<file path="src/rtl/bram_avg_engine_if.sv">
// Control and memory-port bundle for bram_avg_engine.
// The slave side is the engine. The master side is the job controller plus the BRAM model.
interface bram_avg_engine_if #(
  parameter int ADDR_W = 10,
  parameter int DATA_W = 8
);
  logic              start;
  logic [ADDR_W-1:0] src_base;
  logic [ADDR_W-1:0] dst_base;
  logic [ADDR_W:0]   len;
  logic              busy;
  logic              done;
  logic [ADDR_W-1:0] mem_addr_a;
  logic [DATA_W-1:0] mem_rdata_a;
  logic [ADDR_W-1:0] mem_addr_b;
  logic              mem_we_b;
  logic [DATA_W-1:0] mem_wdata_b;

  modport master (
    output start, src_base, dst_base, len, mem_rdata_a,
    input  busy, done, mem_addr_a, mem_addr_b, mem_we_b, mem_wdata_b
  );
  modport slave (
    input  start, src_base, dst_base, len, mem_rdata_a,
    output busy, done, mem_addr_a, mem_addr_b, mem_we_b, mem_wdata_b
  );
endinterface

</file>
<file path="src/rtl/bram_avg_engine.sv">
// Streams len signed samples from src to dst as y[i] = floor((x[i] + x[i-1]) / 2).
// The sample before the first one is taken as 0. Each sample uses three cycles: RD, LAT and WR.
module bram_avg_engine #(
  parameter int ADDR_W = 10,
  parameter int DATA_W = 8
) (
  input logic clk,
  input logic rst,
  bram_avg_engine_if.slave bus
);
  typedef enum logic [2:0] {IDLE, RD, LAT, WR, DONE} state_t;

  localparam logic [ADDR_W:0] MAX_LEN = {1'b1, {ADDR_W{1'b0}}};

  state_t            state;
  logic [ADDR_W-1:0] src, dst;
  logic [ADDR_W:0]   cnt, i, i_nx, len_c;
  logic [DATA_W-1:0] x, prev;
  logic signed [DATA_W:0]   xs, ps, sum;
  logic signed [DATA_W-1:0] avg;

  assign len_c = (bus.len > MAX_LEN) ? MAX_LEN : bus.len;
  assign i_nx  = i + 1'b1;
  // Sign-extend by one bit so the sum cannot overflow before the halving shift.
  assign xs  = {bus.mem_rdata_a[DATA_W-1], bus.mem_rdata_a};
  assign ps  = {prev[DATA_W-1], prev};
  assign sum = xs + ps;
  assign avg = DATA_W'(sum >>> 1);

  always_ff @(posedge clk) begin
    if (rst) begin
      state           <= IDLE;
      src             <= '0;
      dst             <= '0;
      cnt             <= '0;
      i               <= '0;
      x               <= '0;
      prev            <= '0;
      bus.busy        <= 1'b0;
      bus.done        <= 1'b0;
      bus.mem_addr_a  <= '0;
      bus.mem_addr_b  <= '0;
      bus.mem_we_b    <= 1'b0;
      bus.mem_wdata_b <= '0;
    end else begin
      bus.done     <= 1'b0;
      bus.mem_we_b <= 1'b0;
      case (state)
        IDLE: if (bus.start) begin
          bus.busy <= 1'b1;
          if (bus.len == '0) begin
            state    <= DONE;
            bus.done <= 1'b1;
          end else begin
            src            <= bus.src_base;
            dst            <= bus.dst_base;
            cnt            <= len_c;
            i              <= '0;
            prev           <= '0;
            bus.mem_addr_a <= bus.src_base;
            state          <= RD;
          end
        end
        RD: state <= LAT;
        LAT: begin
          x               <= bus.mem_rdata_a;
          bus.mem_wdata_b <= avg;
          bus.mem_addr_b  <= dst + i[ADDR_W-1:0];
          bus.mem_we_b    <= 1'b1;
          state           <= WR;
        end
        WR: begin
          prev <= x;
          i    <= i_nx;
          if (i == cnt - 1'b1) begin
            state    <= DONE;
            bus.done <= 1'b1;
          end else begin
            bus.mem_addr_a <= src + i_nx[ADDR_W-1:0];
            state          <= RD;
          end
        end
        DONE: begin
          bus.busy <= 1'b0;
          state    <= IDLE;
        end
        default: state <= IDLE;
      endcase
    end
  end
endmodule

</file>
<file path="src/flat_wrapper.sv">
// flat-port wrapper written by rule: the top's interface ports become plain ports
module bram_avg_engine_flat 
#(
  parameter int ADDR_W = 10,
  parameter int DATA_W = 8
)
  (clk, rst, bus_start, bus_src_base, bus_dst_base, bus_len, bus_mem_rdata_a, bus_busy, bus_done, bus_mem_addr_a, bus_mem_addr_b, bus_mem_we_b, bus_mem_wdata_b);
  bram_avg_engine_if #(.ADDR_W(ADDR_W), .DATA_W(DATA_W)) bus_i ();
  input logic clk;
  input logic rst;
  input wire logic [$bits(bus_i.start)-1:0] bus_start;
  input wire logic [$bits(bus_i.src_base)-1:0] bus_src_base;
  input wire logic [$bits(bus_i.dst_base)-1:0] bus_dst_base;
  input wire logic [$bits(bus_i.len)-1:0] bus_len;
  input wire logic [$bits(bus_i.mem_rdata_a)-1:0] bus_mem_rdata_a;
  output wire logic [$bits(bus_i.busy)-1:0] bus_busy;
  output wire logic [$bits(bus_i.done)-1:0] bus_done;
  output wire logic [$bits(bus_i.mem_addr_a)-1:0] bus_mem_addr_a;
  output wire logic [$bits(bus_i.mem_addr_b)-1:0] bus_mem_addr_b;
  output wire logic [$bits(bus_i.mem_we_b)-1:0] bus_mem_we_b;
  output wire logic [$bits(bus_i.mem_wdata_b)-1:0] bus_mem_wdata_b;
  assign bus_i.start = bus_start;
  assign bus_i.src_base = bus_src_base;
  assign bus_i.dst_base = bus_dst_base;
  assign bus_i.len = bus_len;
  assign bus_i.mem_rdata_a = bus_mem_rdata_a;
  assign bus_busy = bus_i.busy;
  assign bus_done = bus_i.done;
  assign bus_mem_addr_a = bus_i.mem_addr_a;
  assign bus_mem_addr_b = bus_i.mem_addr_b;
  assign bus_mem_we_b = bus_i.mem_we_b;
  assign bus_mem_wdata_b = bus_i.mem_wdata_b;
  bram_avg_engine #(.ADDR_W(ADDR_W), .DATA_W(DATA_W)) u_core (.clk(clk), .rst(rst), .bus(bus_i));
endmodule
</file>
<file path="config.mk">
export PLATFORM = sky130hd
export DESIGN_NAME = bram_avg_engine_flat
export DESIGN_NICKNAME = d
export VERILOG_FILES = /design/src/rtl/bram_avg_engine_if.sv /design/src/rtl/bram_avg_engine.sv /design/src/flat_wrapper.sv
export SDC_FILE = /design/constraint.sdc
export NUM_CORES = 1
export LEC_CHECK = 0
export ABC_AREA = 1
export BUFFER_PORTS_ARGS = -buffer_cell sky130_fd_sc_hd__buf_2
export CORE_MARGIN = 8
export CORE_UTILIZATION = 55
export CTS_CLUSTER_SIZE = 16
export DETAILED_ROUTE_END_ITERATION = 10
export GPL_ROUTABILITY_DRIVEN = 1
export MAX_ROUTING_LAYER = met4
export PLACE_DENSITY = 0.88
export SYNTH_ARGS = -nofsm -noshare
export SYNTH_HDL_FRONTEND = slang
export SYNTH_SLANG_ARGS = --single-unit
</file>
<file path="constraint.sdc">
create_clock -name clk -period 6.3 [get_ports clk]
set_input_delay 0.945 -clock clk [delete_from_list [all_inputs] [get_ports clk]]
set_output_delay 0.945 -clock clk [all_outputs]
set_load 0.05 [all_outputs]
</file>
Yosys cells after proc, flatten, opt, wreduce, memory -nomap -nowiden
Index checks and enable logic that the tools add are counted.
Word-level totals
  register bits after elaboration: 92
  input bits: 42
  output and inout bits: 31
  word-level logic and storage cells: 58
Operators by class
  add/sub/neg operators: 5
  order comparisons: 1
  equality and inequality tests: 8
  mux-type cells: 22
  bitwise logic cells: 1
  reduce and logical (&&, ||, !) cells: 8
Operators with widths (number)
  $mux 11: 3
  $mux 10: 3
  $pmux 11 s2: 1
  $add 10x10->10: 2
  $pmux 10 s2: 1
  $mux 8: 2
  $pmux 8 s2: 1
  $pmux 3 s4: 1
  $add 11x1->11 const B: 1
  $eq 11x11->1: 1
  $gt 11x11->1 const B: 1
  $logic_not 11->1: 1
  $sub 11x1->11 const B: 1
  $add 8x8->9: 1
  $mux 3: 3
  $eq 3x2->1 const B: 2
  $ne 2x2->1 const B: 3
  $reduce_and 3->1: 2
  $mux 1: 5
  $pmux 1 s2: 2
  $reduce_and 4->1: 1
  $reduce_bool 2->1: 2
  $eq 3x1->1 const B: 1
  $eq 3x3->1 const B: 1
  3 further kinds: 3

Longest topological paths before layout
  depth in word-level cells: 4
  depth in mapped cells: 17
  depth with buffers taken out: 17

Worst setup path before layout
No wires, ideal clock.
  path type: input to register
  start: in bus_mem_rdata_a[1]
  end: reg u_core.bus.mem_wdata_b[5]
  setup time: 0.115 ns
  data arrival time: 2.261 ns
  data required time: 6.185 ns
  slack: 3.924 ns
  stages on the path: 8
  buffers on the path: 0
  path through: inv_1 fa_1 o21ai_0 a21oi_1 o21ai_0 xor2_1 o21ai_0 inv_1
On the way
  longest elaborated chain between the ends: 1
Ends and longest elaborated chain
  start, declared: RTL line flat_wrapper.sv:15  | input wire logic [$bits(bus_i.mem_rdata_a)-1:0] bus_mem_rdata_a;
  $add 8x8->9: RTL line bram_avg_engine.sv:27  | assign sum = xs + ps;
  end signal, assigned: RTL line bram_avg_engine.sv:67  | bus.mem_wdata_b <= avg;
  end, declared: RTL line bram_avg_engine_if.sv:25  | output busy, done, mem_addr_a, mem_addr_b, mem_we_b, mem_wdata_b
Every way passes these cells.
A chain may end at the register's enable or synchronous reset.

Final worst setup path
  start: reg u_core.i[1]
  end: reg u_core.bus.mem_addr_a[9]
On the way
  longest elaborated chain between the ends: 4
  elaborated cells on any way between the ends: 7
  those cells by class: 2 x add/sub; 2 x eq/ne; 2 x mux; 1 x reduce/logical
Ends and longest elaborated chain
  start, declared: RTL line bram_avg_engine.sv:17  | logic [ADDR_W:0] cnt, i, i_nx, len_c;
  start signal, assigned: RTL line bram_avg_engine.sv:74  | i <= i_nx;
  $add 11x1->11: RTL line bram_avg_engine.sv:23  | assign i_nx = i + 1'b1;
  $add 10x10->10: RTL line bram_avg_engine.sv:79  | bus.mem_addr_a <= src + i_nx[ADDR_W-1:0];
  $mux 10: RTL line bram_avg_engine.sv:75  | if (i == cnt - 1'b1) begin
  $pmux 10 s2: RTL line bram_avg_engine.sv:48  | case (state)
  end signal, assigned: RTL line bram_avg_engine.sv:60  | bus.mem_addr_a <= bus.src_base;
  end signal, assigned: RTL line bram_avg_engine.sv:79
  end, declared: RTL line bram_avg_engine_if.sv:25
Several ways; a longest one is shown, not always the timed one. The select of a mux whose other input is x is not followed.

==> reports/metrics.yaml <==
status:
  status: "complete, no violations"
sta:
  skew_ns: 0.0135
  timing.final.crit_share_pct: 45.4
  worst_slew_margin_rel_pct: 37.7
  timing.setup.tns_ns: 0
  achievable-frequency_mhz: 350
  unrepaired_setup_endpoints_after_global_routing: "false"
  slew_violations: 0
  fin_hold_ws_ns: 0.468
  worst_pin_slew_ns: 0.929
  final.min_clock_period_ns: 2.86
  hold_viol_final: 0
  timing.final.setup_violations: 0
hold_path:
  class_of_the_tightest_hold_or_removal_check: "flop to flop"
  worstHoldStart: "u_core.bus.mem_wdata_b[7]"
logic_synthesis:
  yosysWarningCount: 0
  synth_seq_cells: 92
  postSynthNetCount: 846
  syn_area_um2: 5270
  ys_seq_area_share_pct: 35.0
  synth_async_sr_flop_share_pct: 0
  synthFlopType: "sky130_fd_sc_hd__dfxtp_1"
  postSynthCellCount: 774
  synth.avg_cell_area_um2: 6.81
  edff_count_synth: 0
  post_synth_num_cell_types: 38
clock_tree:
  cts-root-to-sink-buffers: 2
  cts-root-buf: "sky130_fd_sc_hd__clkbuf_8"
  cts_buffers: 9
  cts.sinks: 92
  cts_hold_buf: 0
  cts_resized: 0
  htree_num_levels: 3
  setup_bufs_post_cts: 0
  cts_tree: "done"
  clkTransAtPathRegs_ns: 0.10
  clkLatencyLatePin_ns: 0.37
global_route:
  overflow: 0
  first_pass_grt_wire_length_um: 22800
  number_of_global_route_vias_before_repair: 5055
  grt_usage_pct: 21.9
  grt_antenna_before_repair: 0
  grt_start_max_net_pins: 41
floorplanning:
  floorplan.core_area_um2: 9280
  chipHeight_um: 114
  io-pin-count: 73
  num_rows: 35
  die_width_um: 114
  floorplan.initialDensity_pct: 56.8
  die_area_um2: 13000
routing:
  vias_per_cell: 5.28
  first_pass_iters: 5
  finalWirelength_um: 13200
  drc: 0
  drt.antenna.violating_nets: 0
  dr_total_vias: 5115
  drt-initial-drc-count: 364
  wl_per_cell_um: 13.6
place:
  port_buffers: 72
  gp_routability_congestion: 0.905
  dp_hpwl_um: 9770
critical_path:
  timing_worst_setup_path_type: "flop to flop"
  setup.worst_path.start_class: "flop"
  worst_r2r_startpoint: "u_core.i[1]"
  critPathMostFrequentCell: "sky130_fd_sc_hd__nand3_1"
  worstSetupEndpointType: "flop"
  crit_chain: "ha_1, nand2_1, nor3_1, nand2_1, nor2_1, xor2_1, ha_1, a21o_1, nor2_1, nand3_1, nand3_1, nand3_1, nand2_1, nand3_1, a21oi_2"
  path_buf_inv: 0
  critical-path-slowest-cell: "sky130_fd_sc_hd__dfxtp_1"
  setup.worst_path.start: "u_core.i[1]"
  timing.critical_path.fanout_max: 6
  worst-endpoint-arrival_ns: 3.17
  critical-path-top-delay-family: "simple AND/OR/NAND/NOR gates"
  data_required_time_at_the_worst_endpoint_ns: 6.61
  timing.critical_path.slowest_cell_delay_ns: 0.47
power_and_ir_drop:
  power-per-cell-area_nw_per_um2: 278
  vdd.ir_drop.worst_v: 0.000157
  power.leakage_nw: 2.90
final_layout:
  drive_above_1_share_pct: 14.8
  flow.area_growth_from_synthesis_pct: 12.1
  finalNetCount: 908
  antennaDiodeCount: 0
run:
  maxCapViolations: 0
[logic make-up after synthesis]
kind of cell,after synthesis,synth area share (%)
buffers and inverters,104,7.53
and+or+nand+nor,373,30.0
adders and majority gates,30,7.55
DFF,92,35.0
muxes,2,0.380
AOI/OAI and AO/OA,145,14.9
xor gates and xnor gates,28,4.65
[cell usage in the layout, fill, tap and decap left out, types with 7 or more instances in the layout]
cell type / synthesis / layout
sky130_fd_sc_hd__a22oi_1: 7 / 7
sky130_fd_sc_hd__o21ai_0: 61 / 61
sky130_fd_sc_hd__inv_1: 68 / 68
sky130_fd_sc_hd__xnor2_1: 10 / 10
sky130_fd_sc_hd__inv_2: 10 / 10
sky130_fd_sc_hd__clkbuf_8: 0 / 11
sky130_fd_sc_hd__nand2_1: 157 / 157
sky130_fd_sc_hd__dfxtp_1: 92 / 92
sky130_fd_sc_hd__xor2_1: 18 / 18
sky130_fd_sc_hd__nand3_1: 40 / 40
sky130_fd_sc_hd__nand4_1: 10 / 10
sky130_fd_sc_hd__nor2_1: 140 / 139
sky130_fd_sc_hd__ha_1: 27 / 27
sky130_fd_sc_hd__a21oi_1: 58 / 58
sky130_fd_sc_hd__buf_2: 5 / 72
sky130_fd_sc_hd__nor2_2: 7 / 8
[layer usage]
metal,up-vias,wire (um),track usage (%)
met1,2354,6000,25.2
met3,23,560,4.28
met2,119,6310,36.8
met4,0,276,8.43
li1,2619,-,-
met5,-,0,-
[path summary, 6_finish.rpt]
path,cells after the start,to,slack [ns]
max reg2reg,15,u_core.bus.mem_addr_a[9],3.44
min,2,u_core.bus.mem_wdata_b[7],0.47
min reg2reg,2,u_core.bus.mem_wdata_b[7],0.47
max,15,u_core.bus.mem_addr_a[9],3.44
[where the power goes]
group	internal [mW]	switching [mW]	total (mW)
logic	0.165	0.395	0.560
clock network	0.166	0.215	0.380
registers	0.653	0.0471	0.700
[state kept, by name, indices dropped and copies added, names as in the netlist, 8 cells and up]
name / cells
u_core.cnt: 11
u_core.prev: 8
u_core.dst: 10
u_core.bus.mem_addr_b: 10
u_core.i: 11
u_core.bus.mem_wdata_b: 8
u_core.bus.mem_addr_a: 10
u_core.x: 8
u_core.src: 10
[synthesized netlist by cell type (4+ instances only)]
library cell                 n  area [um^2]
sky130_fd_sc_hd__inv_2      10         37.5
sky130_fd_sc_hd__nor2_1    140          526
sky130_fd_sc_hd__nand3_1    40          200
sky130_fd_sc_hd__xor2_1     18          158
sky130_fd_sc_hd__a22oi_1     7         52.6
sky130_fd_sc_hd__clkbuf_1   19         71.3
sky130_fd_sc_hd__buf_2       5         25.0
sky130_fd_sc_hd__o21ai_0    61          305
sky130_fd_sc_hd__nor2_2      7         43.8
sky130_fd_sc_hd__nand4_1    10         62.6
sky130_fd_sc_hd__ha_1       27          338
sky130_fd_sc_hd__a21oi_1    58          290
sky130_fd_sc_hd__dfxtp_1    92         1840
sky130_fd_sc_hd__xnor2_1    10         87.6
sky130_fd_sc_hd__nand2_1   157          589
sky130_fd_sc_hd__nor3_1      4         20.0
sky130_fd_sc_hd__inv_1      68          255
[worst register-to-register path, delay by kind of cell (launching register included)]
family                   cells  cell delay [ns]
XOR/XNOR                     1             0.22
AO/OA/AOI/OAI                2             0.34
AND/OR/NAND/NOR             10             1.24
adder cells (fa/ha/maj)      2             0.55
flip-flops                   1             0.47
[stage by stage]
step           total power, mW  cells  util, %  cell area, um^2  setup WS, ns
2_1_floorplan             1.14    774        -             5270          3.92
3_3_place_gp              1.26    954     61.6             5720          3.39
3_5_place_dp              1.27    954     61.6             5720          3.35
4_1_cts                   1.65    969     63.6             5910          3.49
5_1_grt                   1.74    969     63.6             5910          3.25
6_report                  1.64    969     63.6             5910          3.44
[layout make-up]
cell class	count	area, um^2
clock buffer	11	151
clock inverter	4	32.5
fill	865	3380
inverter	79	297
multi-input combinational	578	3030
sequential	92	1840
tap	129	161
timing repair buffer	76	390
No activity file was read; power rests on OpenSTA's default activity.
